--- config.mk ---
export PLATFORM = sky130hd
export DESIGN_NAME = buzzer_tone_driver_flat
export DESIGN_NICKNAME = d
export VERILOG_FILES = /design/src/rtl/buzzer_tone_driver_pkg.sv /design/src/rtl/buzzer_tone_driver_if.sv /design/src/rtl/buzzer_tone_driver_tone_div.sv /design/src/rtl/buzzer_tone_driver.sv /design/src/flat_wrapper.sv
export SDC_FILE = /design/constraint.sdc
export NUM_CORES = 1
export LEC_CHECK = 0
export BUFFER_PORTS_ARGS = -buffer_cell sky130_fd_sc_hd__buf_2
export CORE_MARGIN = 2
export CORE_UTILIZATION = 55
export CTS_CLUSTER_SIZE = 10
export DETAILED_ROUTE_END_ITERATION = 10
export PLACE_DENSITY_LB_ADDON = 0.25
export SLEW_MARGIN = 20
export SYNTH_ARGS = -nofsm -noshare
export SYNTH_HDL_FRONTEND = slang
export SYNTH_SLANG_ARGS = --single-unit
--- constraint.sdc ---
create_clock -name clk -period 1.9 [get_ports clk]
set_input_delay 0.285 -clock clk [delete_from_list [all_inputs] [get_ports clk]]
set_output_delay 0.285 -clock clk [all_outputs]
set_load 0.05 [all_outputs]
--- src/rtl/buzzer_tone_driver_pkg.sv ---
// Shared types and defaults for the piezo tone driver.
// Holds the FSM state enum, channel codes and the enable priority encoder.
package buzzer_pkg;

  typedef enum logic [1:0] {
    IDLE = 2'd0,
    ON   = 2'd1,
    OFF  = 2'd2
  } state_e;

  localparam logic [1:0] CH_NONE = 2'd0;
  localparam logic [1:0] CH1     = 2'd1;
  localparam logic [1:0] CH2     = 2'd2;
  localparam logic [1:0] CH3     = 2'd3;

  localparam int DEF_CNT_W    = 8;
  localparam int DEF_HALF1    = 3;
  localparam int DEF_HALF2    = 5;
  localparam int DEF_HALF3    = 7;
  localparam int DEF_BEEP_ON  = 16;
  localparam int DEF_BEEP_OFF = 8;

  // Highest set enable wins; channel 3 has top priority.
  function automatic logic [1:0] sel_of(
    input logic [2:0] en
  );
    logic [1:0] s;
    if (en[2])      s = CH3;
    else if (en[1]) s = CH2;
    else if (en[0]) s = CH1;
    else            s = CH_NONE;
    return s;
  endfunction

endpackage

--- src/rtl/buzzer_tone_driver_if.sv ---
// Enable/output bundle between the alarm FSM and the tone driver.
// master: drives buzz_en, observes spk/active/chan. slave: the driver.
interface buzzer_tone_driver_if;

  logic [2:0] buzz_en;
  logic       spk;
  logic       active;
  logic [1:0] chan;

  modport master (
    output buzz_en,
    input  spk,
    input  active,
    input  chan
  );

  modport slave (
    input  buzz_en,
    output spk,
    output active,
    output chan
  );

endinterface

--- src/rtl/buzzer_tone_driver_tone_div.sv ---
// Half-period divider with toggle flop producing the tone square wave.
// Ports: clk, rst_n, clear (zero count and output), enable, half, sq.
module tone_div #(
  parameter int CNT_W = 8
) (
  input  logic             clk,
  input  logic             rst_n,
  input  logic             clear,
  input  logic             enable,
  input  logic [CNT_W-1:0] half,
  output logic             sq
);

  logic [CNT_W-1:0] cnt_q;
  logic             last;

  assign last = (cnt_q == half - CNT_W'(1));

  always_ff @(posedge clk or negedge rst_n) begin
    if (!rst_n) begin
      cnt_q <= '0;
      sq    <= 1'b0;
    end else if (clear) begin
      cnt_q <= '0;
      sq    <= 1'b0;
    end else if (enable) begin
      if (last) begin
        cnt_q <= '0;
        sq    <= ~sq;
      end else begin
        cnt_q <= cnt_q + CNT_W'(1);
      end
    end
  end

endmodule

--- src/rtl/buzzer_tone_driver.sv ---
// Piezo driver: channel-pitched square wave gated by an on/off cadence.
// Ports: clk, rst_n, bus (slave: buzz_en in; spk, active, chan out).
module buzzer_tone_driver
  import buzzer_pkg::*;
#(
  parameter int CNT_W    = DEF_CNT_W,
  parameter int HALF1    = DEF_HALF1,
  parameter int HALF2    = DEF_HALF2,
  parameter int HALF3    = DEF_HALF3,
  parameter int BEEP_ON  = DEF_BEEP_ON,
  parameter int BEEP_OFF = DEF_BEEP_OFF
) (
  input logic clk,
  input logic rst_n,
  buzzer_tone_driver_if.slave bus
);

  localparam logic [CNT_W-1:0] ON_LAST  = CNT_W'(BEEP_ON - 1);
  localparam logic [CNT_W-1:0] OFF_LAST = CNT_W'(BEEP_OFF - 1);

  state_e           state_q, state_d;
  logic [1:0]       chan_q, chan_d;
  logic [CNT_W-1:0] cad_q, cad_d;
  logic [1:0]       sel;
  logic [CNT_W-1:0] half;
  logic             tone_run;
  logic             sq;

  assign sel = sel_of(bus.buzz_en);

  always_ff @(posedge clk or negedge rst_n) begin
    if (!rst_n) begin
      state_q <= IDLE;
      chan_q  <= CH_NONE;
      cad_q   <= '0;
    end else begin
      state_q <= state_d;
      chan_q  <= chan_d;
      cad_q   <= cad_d;
    end
  end

  always_comb begin
    state_d = state_q;
    chan_d  = chan_q;
    cad_d   = cad_q;
    unique case (state_q)
      IDLE: begin
        chan_d = CH_NONE;
        cad_d  = '0;
        if (sel != CH_NONE) begin
          state_d = ON;
          chan_d  = sel;
        end
      end
      ON, OFF: begin
        if (sel == CH_NONE) begin
          state_d = IDLE;
          chan_d  = CH_NONE;
          cad_d   = '0;
        end else if (sel != chan_q) begin
          state_d = ON;
          chan_d  = sel;
          cad_d   = '0;
        end else if (state_q == ON) begin
          if (cad_q == ON_LAST) begin
            state_d = OFF;
            cad_d   = '0;
          end else begin
            cad_d = cad_q + CNT_W'(1);
          end
        end else begin
          if (cad_q == OFF_LAST) begin
            state_d = ON;
            cad_d   = '0;
          end else begin
            cad_d = cad_q + CNT_W'(1);
          end
        end
      end
      default: begin
        state_d = IDLE;
        chan_d  = CH_NONE;
        cad_d   = '0;
      end
    endcase
  end

  // Tone only advances while ON continues undisturbed; any entry,
  // exit or restart zeroes the divider so each beep starts in phase.
  assign tone_run = (state_q == ON) && (sel == chan_q)
                 && (cad_q != ON_LAST);

  always_comb begin
    half = '0;
    unique case (chan_q)
      CH1:     half = CNT_W'(HALF1);
      CH2:     half = CNT_W'(HALF2);
      CH3:     half = CNT_W'(HALF3);
      default: half = '0;
    endcase
  end

  tone_div #(
    .CNT_W (CNT_W)
  ) u_tone_div (
    .clk    (clk),
    .rst_n  (rst_n),
    .clear  (~tone_run),
    .enable (tone_run),
    .half   (half),
    .sq     (sq)
  );

  assign bus.spk    = sq;
  assign bus.active = (state_q != IDLE);
  assign bus.chan   = chan_q;

endmodule

--- src/flat_wrapper.sv ---
// flat-port wrapper written by rule: the top's interface ports become plain ports
module buzzer_tone_driver_flat import buzzer_pkg::*;
#(
  parameter int CNT_W    = DEF_CNT_W,
  parameter int HALF1    = DEF_HALF1,
  parameter int HALF2    = DEF_HALF2,
  parameter int HALF3    = DEF_HALF3,
  parameter int BEEP_ON  = DEF_BEEP_ON,
  parameter int BEEP_OFF = DEF_BEEP_OFF
)
  (clk, rst_n, bus_buzz_en, bus_spk, bus_active, bus_chan);
  buzzer_tone_driver_if bus_i ();
  input logic clk;
  input logic rst_n;
  input wire logic [$bits(bus_i.buzz_en)-1:0] bus_buzz_en;
  output wire logic [$bits(bus_i.spk)-1:0] bus_spk;
  output wire logic [$bits(bus_i.active)-1:0] bus_active;
  output wire logic [$bits(bus_i.chan)-1:0] bus_chan;
  assign bus_i.buzz_en = bus_buzz_en;
  assign bus_spk = bus_i.spk;
  assign bus_active = bus_i.active;
  assign bus_chan = bus_i.chan;
  buzzer_tone_driver #(.CNT_W(CNT_W), .HALF1(HALF1), .HALF2(HALF2), .HALF3(HALF3), .BEEP_ON(BEEP_ON), .BEEP_OFF(BEEP_OFF)) u_core (.clk(clk), .rst_n(rst_n), .bus(bus_i));
endmodule
# Yosys cells after proc, flatten, opt, wreduce, memory -nomap -nowiden
# Index checks and enable logic that the tools add are counted.
# W data, S select, Z words.
word_totals:
  register_bits: 21
  latchBits: 0
  ram_bits: 0
  rom_bits: 0
  inputBits: 5
  output_inout_bits: 4
  n_memories: 0
classes:
  n_addsub: 3
  multipliers: 0
  n_div: 0
  magnitude_cmp: 0
  eq_ne: 16
  shift: 0
  mux: 25
  bitwise: 1
  n_reduce_logical: 8
op_table:
  columns: ["cell", "n"]
  rows:
  - ["$mux W8", 8]
  - ["$mux W2", 11]
  - ["$add A8 B1 Y8 const B", 2]
  - ["$pmux W3 S3", 1]
  - ["$eq A8 B3 Y1 const B", 1]
  - ["$eq A8 B4 Y1 const B", 1]
  - ["$eq A8 B8 Y1", 1]
  - ["$ne A8 B4 Y1 const B", 1]
  - ["$pmux W2 S2", 2]
  - ["$eq A2 B2 Y1 const B", 3]
  - ["$ne A5 B1 Y1 const B", 1]
  - ["$ne A5 B3 Y1 const B", 1]
  - ["$eq A2 B1 Y1 const B", 2]
  - ["$logic_not A2 Y1", 2]
  - ["$reduce_bool A2 Y1", 2]
  - ["$sub A3 B1 Y4 const B", 1]
  - ["$mux W1", 3]
  - ["$ne A3 B1 Y1 const B", 1]
  - ["$reduce_and A3 Y1", 1]
  - ["$eq A2 B2 Y1", 1]
  - ["$logic_and A1 B1 Y1", 2]
  - ["$ne A2 B1 Y1 const B", 1]
  - ["$ne A2 B2 Y1", 1]
  - ["$ne A2 B2 Y1 const B", 1]
  - ["other kinds (2)", 2]

# Longest topological paths before layout
# Gate-level depths: netlist of the first run.
depth:
  depth_word: 7
  depth_mapped: 6
  depth_no_buf: 6

# Cells and area by module
# From an unflattened synthesis of the first run, not the netlist that was laid out.
hier_totals:
  hier_cells: 170
  area_unflattened_um2: 1540.2
by_module_without_submodules:
  columns: ["module", "n_inst", "cells_per_inst", "area_per_inst_um2", "seq_area_each_um2"]
  rows:
  - ["tone_div", 1, 90, 798.3, 225.2]
  - ["buzzer_tone_driver", 1, 80, 742.0, 300.3]

# Least setup slack after synthesis of the first run
# No wires, ideal clock.
synth_path:
  kind: "reg-to-reg"
  start: "register u_core.chan_q[0] (netlist: u_core.bus.chan[0])"
  end: "register u_core.u_tone_div.sq"
  arrival_ps: 1924
  setup_slack_ps: -103
  stages_incl_launch_ff: 7
  path_buffers: 2
  synth_period_minus_slack_ps: 2003
  path_cell_list: "dfrtp_1 > buf_2 > nor4b_1 > nand2_1 > a222oi_1 > buf_2 > mux2i_1"
synth_via:
  elab_chain_cells: 5
  word_cells_on_any_way: 11
  cone_classes: "add/sub (1); eq/ne (6); mux (2); reduce/logical (2)"
synth_lines:
  columns: ["element", "line", "rtl"]
  rows:
  - ["from (decl)", "buzzer_tone_driver.sv:22", "logic [1:0] chan_q, chan_d;"]
  - ["from (signal assigned)", "buzzer_tone_driver.sv:38", "chan_q <= chan_d;"]
  - ["$eq A2 B2 Y1 / $eq A2 B1 Y1 (equally long branches)", "buzzer_tone_driver.sv:96", "unique case (chan_q)"]
  - ["$pmux W3 S3", "buzzer_tone_driver.sv:96", null]
  - ["$sub A3 B1 Y4", "buzzer_tone_driver_tone_div.sv:17", "assign last = (cnt_q == half - CNT_W'(1));"]
  - ["$eq A8 B8 Y1", "buzzer_tone_driver_tone_div.sv:17", null]
  - ["$ne A2 B2 Y1 (no source line)", null, null]
  - ["to (signal assigned)", "buzzer_tone_driver_tone_div.sv:29", "sq <= ~sq;"]
  - ["to (decl)", "buzzer_tone_driver_tone_div.sv:11", "output logic sq"]
# Several ways; a longest one is shown, not always the timed one.
# A chain may end at the register's enable or synchronous reset.

# Worst setup path in the final report of the first run
layout_path:
  start: "register u_core.chan_q[1] (netlist: u_core.bus.chan[1])"
  end: "register u_core.u_tone_div.cnt_q[2]"
layout_via:
  elab_chain_cells: 6
  word_cells_on_any_way: 11
  cone_classes: "add/sub (1); eq/ne (5); mux (3); reduce/logical (2)"
layout_lines:
  columns: ["element", "line", "rtl"]
  rows:
  - ["$eq A2 B2 Y1 / $eq A2 B1 Y1 (equally long branches)", "buzzer_tone_driver.sv:96", null]
  - ["$pmux W3 S3", "buzzer_tone_driver.sv:96", null]
  - ["$sub A3 B1 Y4", "buzzer_tone_driver_tone_div.sv:17", null]
  - ["$eq A8 B8 Y1", "buzzer_tone_driver_tone_div.sv:17", null]
  - ["$mux W8", "buzzer_tone_driver_tone_div.sv:27", "if (last) begin"]
  - ["$mux W8 (*)", "buzzer_tone_driver_tone_div.sv:23", "end else if (clear) begin"]
  - ["to (signal assigned)", "buzzer_tone_driver_tone_div.sv:31", "cnt_q <= cnt_q + CNT_W'(1);"]
  - ["to (decl)", "buzzer_tone_driver_tone_div.sv:14", "logic [CNT_W-1:0] cnt_q;"]
# Mark *: on every way between the ends. The rest lies on a longest branch, timed or not.

==> results of run 1 <==
==> worst paths after layout <==
check                      cells after the start                          to  slack [ps]                from
max in group asynchronous                      2          u_core.bus.chan[0]        1120               rst_n
hold / removal                                 2  u_core.u_tone_div.cnt_q[3]         450               rst_n
setup reg to reg                               5  u_core.u_tone_div.cnt_q[2]          50  u_core.bus.chan[1]
hold reg to reg                                1             u_core.cad_q[0]         480     u_core.cad_q[0]
min in group clk                               1             u_core.cad_q[0]         480     u_core.cad_q[0]
setup / recovery                               5  u_core.u_tone_div.cnt_q[2]          50  u_core.bus.chan[1]
==> layout make-up <==
class | count | area [sq um] | share of cell area [%]
inverters | 7 | 26.28 | 1.845
multi-input cells | 102 | 719.4 | 50.53
flip-flops and latches | 21 | 528.0 | 37.08
repair buffers | 14 | 87.58 | 6.151
clock inverters | 1 | 5.005 | 0.3515
clock buffers | 3 | 22.52 | 1.582
well taps | 28 | 35.03 | 2.460
==> flip-flops by register name (all words and copies together) (netlist names) <==
| name | cells |
|---|---|
| u_core.u_tone_div.cnt_q | 8 |
| u_core.u_tone_div.sq | 1 |
| u_core.bus.chan | 2 |
| u_core.state_q | 2 |
| u_core.cad_q | 8 |
==> kinds of logic after synthesis <==
logic type | synth area share (%)
AOI/OAI and AO/OA | 10.37
xor gates and xnor gates | 8.904
adders and majority gates | 4.892
buffers and inverters | 3.621
DFF | 41.10
muxes | 4.110
and+or+nand+nor | 27.01
==> Yosys cell counts (2+ instances only) <==
cell,instances
ha_1,5
nor2_1,13
dfrtp_1,21
nor3_1,12
nand2b_1,4
mux2_2,2
nor4_1,2
and3_1,3
inv_1,7
xor2_1,4
nand2_1,12
mux2i_1,3
buf_2,4
o211ai_1,2
o21ai_0,2
xnor2_1,9
nand3_1,8
nand4_1,2
==> layer usage <==
| layer | global-route usage, % | share of wire, % |
|---|---|---|
| met5 | 0 | 0 |
| met4 | 8.974 | 1.4 |
| met3 | 2.571 | 2.1 |
| met2 | 33.54 | 49 |
| met1 | 28.22 | 47 |
==> timing repair <==
item / in CTS / in global routing
hold endpoints to repair: 21 / 0
gates resized for setup: 0 / 2
endpoints found under the setup margin: 5 / 8
hold buffers: 1 / 0
setup buffers: 0 / 4
pin swaps: 1 / 1
==> critical path: cells and delay by family, from the launching register on <==
kind	cells	cell delay, ps
flip-flops	1	500
AO/OA/AOI/OAI	2	440
AND/OR/NAND/NOR	2	630
buffers and inverters	1	190
==> power by group through the flow <==
stage                     clock [W]  combinational, W  sequential [W]
after floorplan                   0          0.000588        0.000664
after global placement            0          0.000727        0.000649
after detailed placement          0          0.000745        0.000656
after CTS                  0.000221          0.000751        0.000646
after global routing       0.000244          0.000917        0.000658
final                      0.000217          0.000824        0.000640
==> through the flow <==
| step | hold WS, ps | std cells | total power (W) | cell area (sq um) |
|---|---|---|---|---|
| after global routing | 487.6 | 176 | 0.001818 | 1424 |
| after floorplan | -10.59 | 134 | 0.001252 | 1281 |
| after detailed placement | 259.8 | 167 | 0.001401 | 1344 |
| final | 446.6 | 176 | 0.001681 | 1424 |
| after CTS | 457.2 | 172 | 0.001618 | 1381 |
| after global placement | 261.1 | 167 | 0.001376 | 1344 |
==> qor.yml, run 1 <==
drt:
  totalWireLength_microns: 2466
  antenna_left: 0
  first_pass_iters: 5
  vias_per_cell: 5.625
  num_vias: 990
  drtIter0Drc: 16
  wire_per_inst_microns: 14.01
  drc: 0
cts:
  cts_sinks: 21
  cts_made_buffers: 3
  clk_latency_ps: 300
  cts_tree: "yes"
  clockRootBuffer: "clkbuf_4"
  cts_max_path_buffers: 2
  htreeDepth: 1
  clk_pin_slew_ps: 120
logic_synthesis:
  avgSynthCellArea_sq_um: 9.543
  synth_top_flop_cell: "dfrtp_1"
  ys_seq_elements: 21
  synth_edf_count: 0
  syn_nets: 144
  ys_async_sr_fraction_pct: 100.0
  syn_area_sq_um: 1279
  yosysUniqueCellTypes: 37
  synth_warnings: 0
  synth_cells: 134
  ys_seq_area_share_pct: 41.10
  synth_top_area_cell: "dfrtp_1"
  yosys.area.top_type_share_pct: 41.10
  netlist_top_cells_area: "dfrtp_1 41%, xnor2_1 6.2%, ha_1 4.9%"
sta:
  worst_slew_pin_slew_ps: 461.9
  setup_ws_ps: 51.73
  final-hold-violation-count: 0
  period_share_pct: 97.28
  min_period_ps: 1848
  fin_tns_setup_ps: 0
  drv_slew: 0
  fmax_mhz: 541.0
  slew-limit-headroom_pct: 69.21
  clock-skew-final_ps: 4.467
  finalSetupViolCount: 0
worst_setup_path:
  crit_type: "reg2reg"
  required_ps: 2120
  slowest_delay_ps: 500
  cp-start-kind: "flop"
  crit_path_end_kind: "flop"
  cp_slowest_cell: "dfrtp_2"
  crit_fanout: 12
  path_cells: "or3_4, a2111oi_4, buf_4, o21ai_4, nor3_1"
  worstPathArrival_ps: 2070
place:
  placement.io_buffers: 8
  finalWeightedCongestion: 0.7505
  dp_hpwl_microns: 1705
  dp_slack_ps: -19.37
floorplan:
  core_area_sq_um: 2212
  die_w_microns: 52.22
  top_level_ports: 9
  initial_core_util_pct: 57.81
  die_area_sq_um: 2726
  die_h_microns: 52.22
  num_rows: 17
final_layout:
  drive_above_1_share_pct: 18.92
  diodes: 0
  finalNetCount: 159
  postLayoutCoreUtil_pct: 64.37
  final_common_cell: "dfrtp_1"
  final_cell_mix: "19 x dfrtp_1, 13 x nor2_1, 12 x nand2_1"
  fillCellCount: 193
  synthToLayoutAreaGrowth_pct: 11.35
grt:
  grt_overflow: 0
  grt_pass1_wl_microns: 4064
  track_usage_pct: 20.80
  grt_max_degree: 22
  antenna_found_initial: 0
  grt_pass1_vias: 936
power:
  seq_power_share_pct: 38.1
  p_sw_share_pct: 44.53
  intPower_w: 0.0009326
  leakagePower_nw: 0.5871
  p_per_area_nw_per_um2: 1181
  pwr-share-clk_pct: 12.9
  p_switching_w: 0.0007487
  comb_power_share_pct: 49.0
  peakVddDrop_mv: 0.9577
min_path:
  hp-class: "in2async"
flow_run:
  cap_violations: 0
run_status:
  status: "complete, no violations"
Note: power is estimated with default switching activity, not from simulation.
==> inputs of run 2 (changes only) <==
--- a/config.mk
+++ b/config.mk
@@ -11,6 +11,7 @@
 export CTS_CLUSTER_SIZE = 10
 export DETAILED_ROUTE_END_ITERATION = 10
 export PLACE_DENSITY_LB_ADDON = 0.25
+export SETUP_SLACK_MARGIN = 0.2
 export SLEW_MARGIN = 20
 export SYNTH_ARGS = -nofsm -noshare
 export SYNTH_HDL_FRONTEND = slang
==> qor.yml, run 2 (synthesis gave the netlist of run 1 again) <==
grt:
  grt_pass1_vias: 1013
  antenna_found_initial: 0
  grt_pass1_wl_microns: 4629
  track_usage_pct: 23.39
  grt_max_degree: 22
  grt_overflow: 0
final_layout:
  reg.largest.list: "u_core.cad_q: 8 flops, u_core.u_tone_div.cnt_q: 8 flops"
  finalNonFillerCells: 183
  drive_above_1_share_pct: 36.77
  regArea_sq_um: 528.0
  synthToLayoutAreaGrowth_pct: 27.30
  final_common_cell: "dfrtp_1"
  multiInputGateArea_sq_um: 834.6
  fillCellCount: 146
  final_cell_mix: "19 x dfrtp_1, 12 x nor2_1, 10 x nand2_1"
  finalNetCount: 166
  diodes: 0
power:
  p_per_area_nw_per_um2: 1209
  peakVddDrop_mv: 1.303
  pwr-share-clk_pct: 11.9
  p_switching_w: 0.0008853
  p_sw_share_pct: 44.97
  total_power_w: 0.001969
  leakagePower_nw: 0.6506
  seq_power_share_pct: 31.7
  comb_power_share_pct: 56.4
  intPower_w: 0.001083
sta:
  slew-limit-headroom_pct: 65.04
  fin_tns_setup_ps: 0
  clock-skew-final_ps: 3.812
  fmax_mhz: 568.1
  finalSetupViolCount: 0
  min_period_ps: 1760
  period_share_pct: 92.65
  worst_slew_pin_slew_ps: 520.4
  drv_slew: 0
  final-hold-violation-count: 0
  grt_setup_unrepaired: "yes"
drt:
  vias_per_cell: 5.847
  drtIter0Drc: 18
  totalWireLength_microns: 2834
  antenna_left: 0
  num_vias: 1070
  first_pass_iters: 4
  wire_per_inst_microns: 15.49
  drc: 0
worst_setup_path:
  crit_fanout: 8
  worstPathArrival_ps: 2020
  reg2reg_slack_ps: 140
  crit_type: "reg2reg"
  crit_path_end_kind: "flop"
  cp-start-kind: "flop"
  required_ps: 2160
cts:
  cts_tree: "yes"
  htreeDepth: 1
  cts_made_buffers: 3
  cts_max_path_buffers: 2
  clockRootBuffer: "clkbuf_4"
  clk_latency_ps: 330
  cts_sinks: 21
  clk_pin_slew_ps: 120
place:
  placement.io_buffers: 8
  finalWeightedCongestion: 0.8767
  place_inst: 167
  dp_hpwl_microns: 1747
floorplan:
  initial_core_util_pct: 57.81
  die_area_sq_um: 2726
  die_w_microns: 52.22
  die_h_microns: 52.22
  top_level_ports: 9
  num_rows: 17
  core_area_sq_um: 2212
flow_run:
  cap_violations: 0
run_status:
  status: "complete, no violations"
min_path:
  hp-class: "in2async"
==> run 2: cell count changes in the layout (fill, tap and decap cells not counted), sizes merged <==
| cell | change |
|---|---|
| buf | +7 |
| clkinv | -1 |
| clkinvlp | +1 |
==> run 2: per-layer routing <==
metal | routed length (microns) | GRT usage (%) | vias up
met4 | 28 | 8.547 | 0
met2 | 1446 | 39.66 | 19
met1 | 1271 | 29.83 | 530
met3 | 88 | 4.286 | 4
met5 | 0 | 0 | -
li1 | - | - | 517
==> run 2: worst max-delay path, cell delays in order (launching register included) <==
cell,delay (ps)
dfrtp_2,460
buf_6,130
or4b_4,490
a21oi_4,240
o21ai_4,150
nor3_2,210
==> run 2: final timing paths <==
check | from | to | depth (start not counted)
max in group asynchronous | rst_n | u_core.bus.chan[0] | 2
max reg2reg | u_core.bus.chan[1] | u_core.u_tone_div.cnt_q[3] | 5
min | rst_n | u_core.cad_q[6] | 2
min in group clk | u_core.cad_q[0] | u_core.cad_q[0] | 1
max | u_core.bus.chan[1] | u_core.u_tone_div.cnt_q[3] | 5
min reg2reg | u_core.cad_q[0] | u_core.cad_q[0] | 1
==> run 2: final cells by class <==
type                            instances  share of cell area, %
Tap cell                               28                  2.152
Clock inverter                          1                 0.4612
Inverter                                7                  1.614
Timing Repair Buffer                   21                  10.68
Clock buffer                            3                  1.384
Sequential cell                        21                  32.44
Multi-Input combinational cell        102                  51.27
==> run 2: power groups by stage <==
stage                     combinational [W]  sequential, W  clock (W)
after CTS                          0.000931       0.000627   0.000242
final                               0.00111       0.000624   0.000234
after global placement             0.000735       0.000650          0
after global routing                0.00121       0.000634   0.000258
after floorplan                    0.000620       0.000669          0
after detailed placement           0.000764       0.000658          0
==> run 2: per-stage QoR <==
stage | setup slack (ps) | hold WS [ps] | cell area, sq um | utilization, %
3_5_place_dp | 122.6 | 263.7 | 1350 | 61.03
4_1_cts | 168.0 | 423.5 | 1534 | 69.34
2_1_floorplan | 136.5 | -10.59 | 1303 | -
6_report | 139.6 | 420.3 | 1628 | 73.59
3_3_place_gp | 162.5 | 256.2 | 1350 | 61.03
5_1_grt | 95.06 | 470.5 | 1628 | 73.59
==> run 2: what timing repair did <==
item                                   in CTS  in global routing
pin swaps                                  13                 11
resized for setup                          15                 22
setup buffers                               9                  2
setup endpoints to repair                  13                 23
endpoints found under the hold margin      21                  0
hold buffers                                1                  0
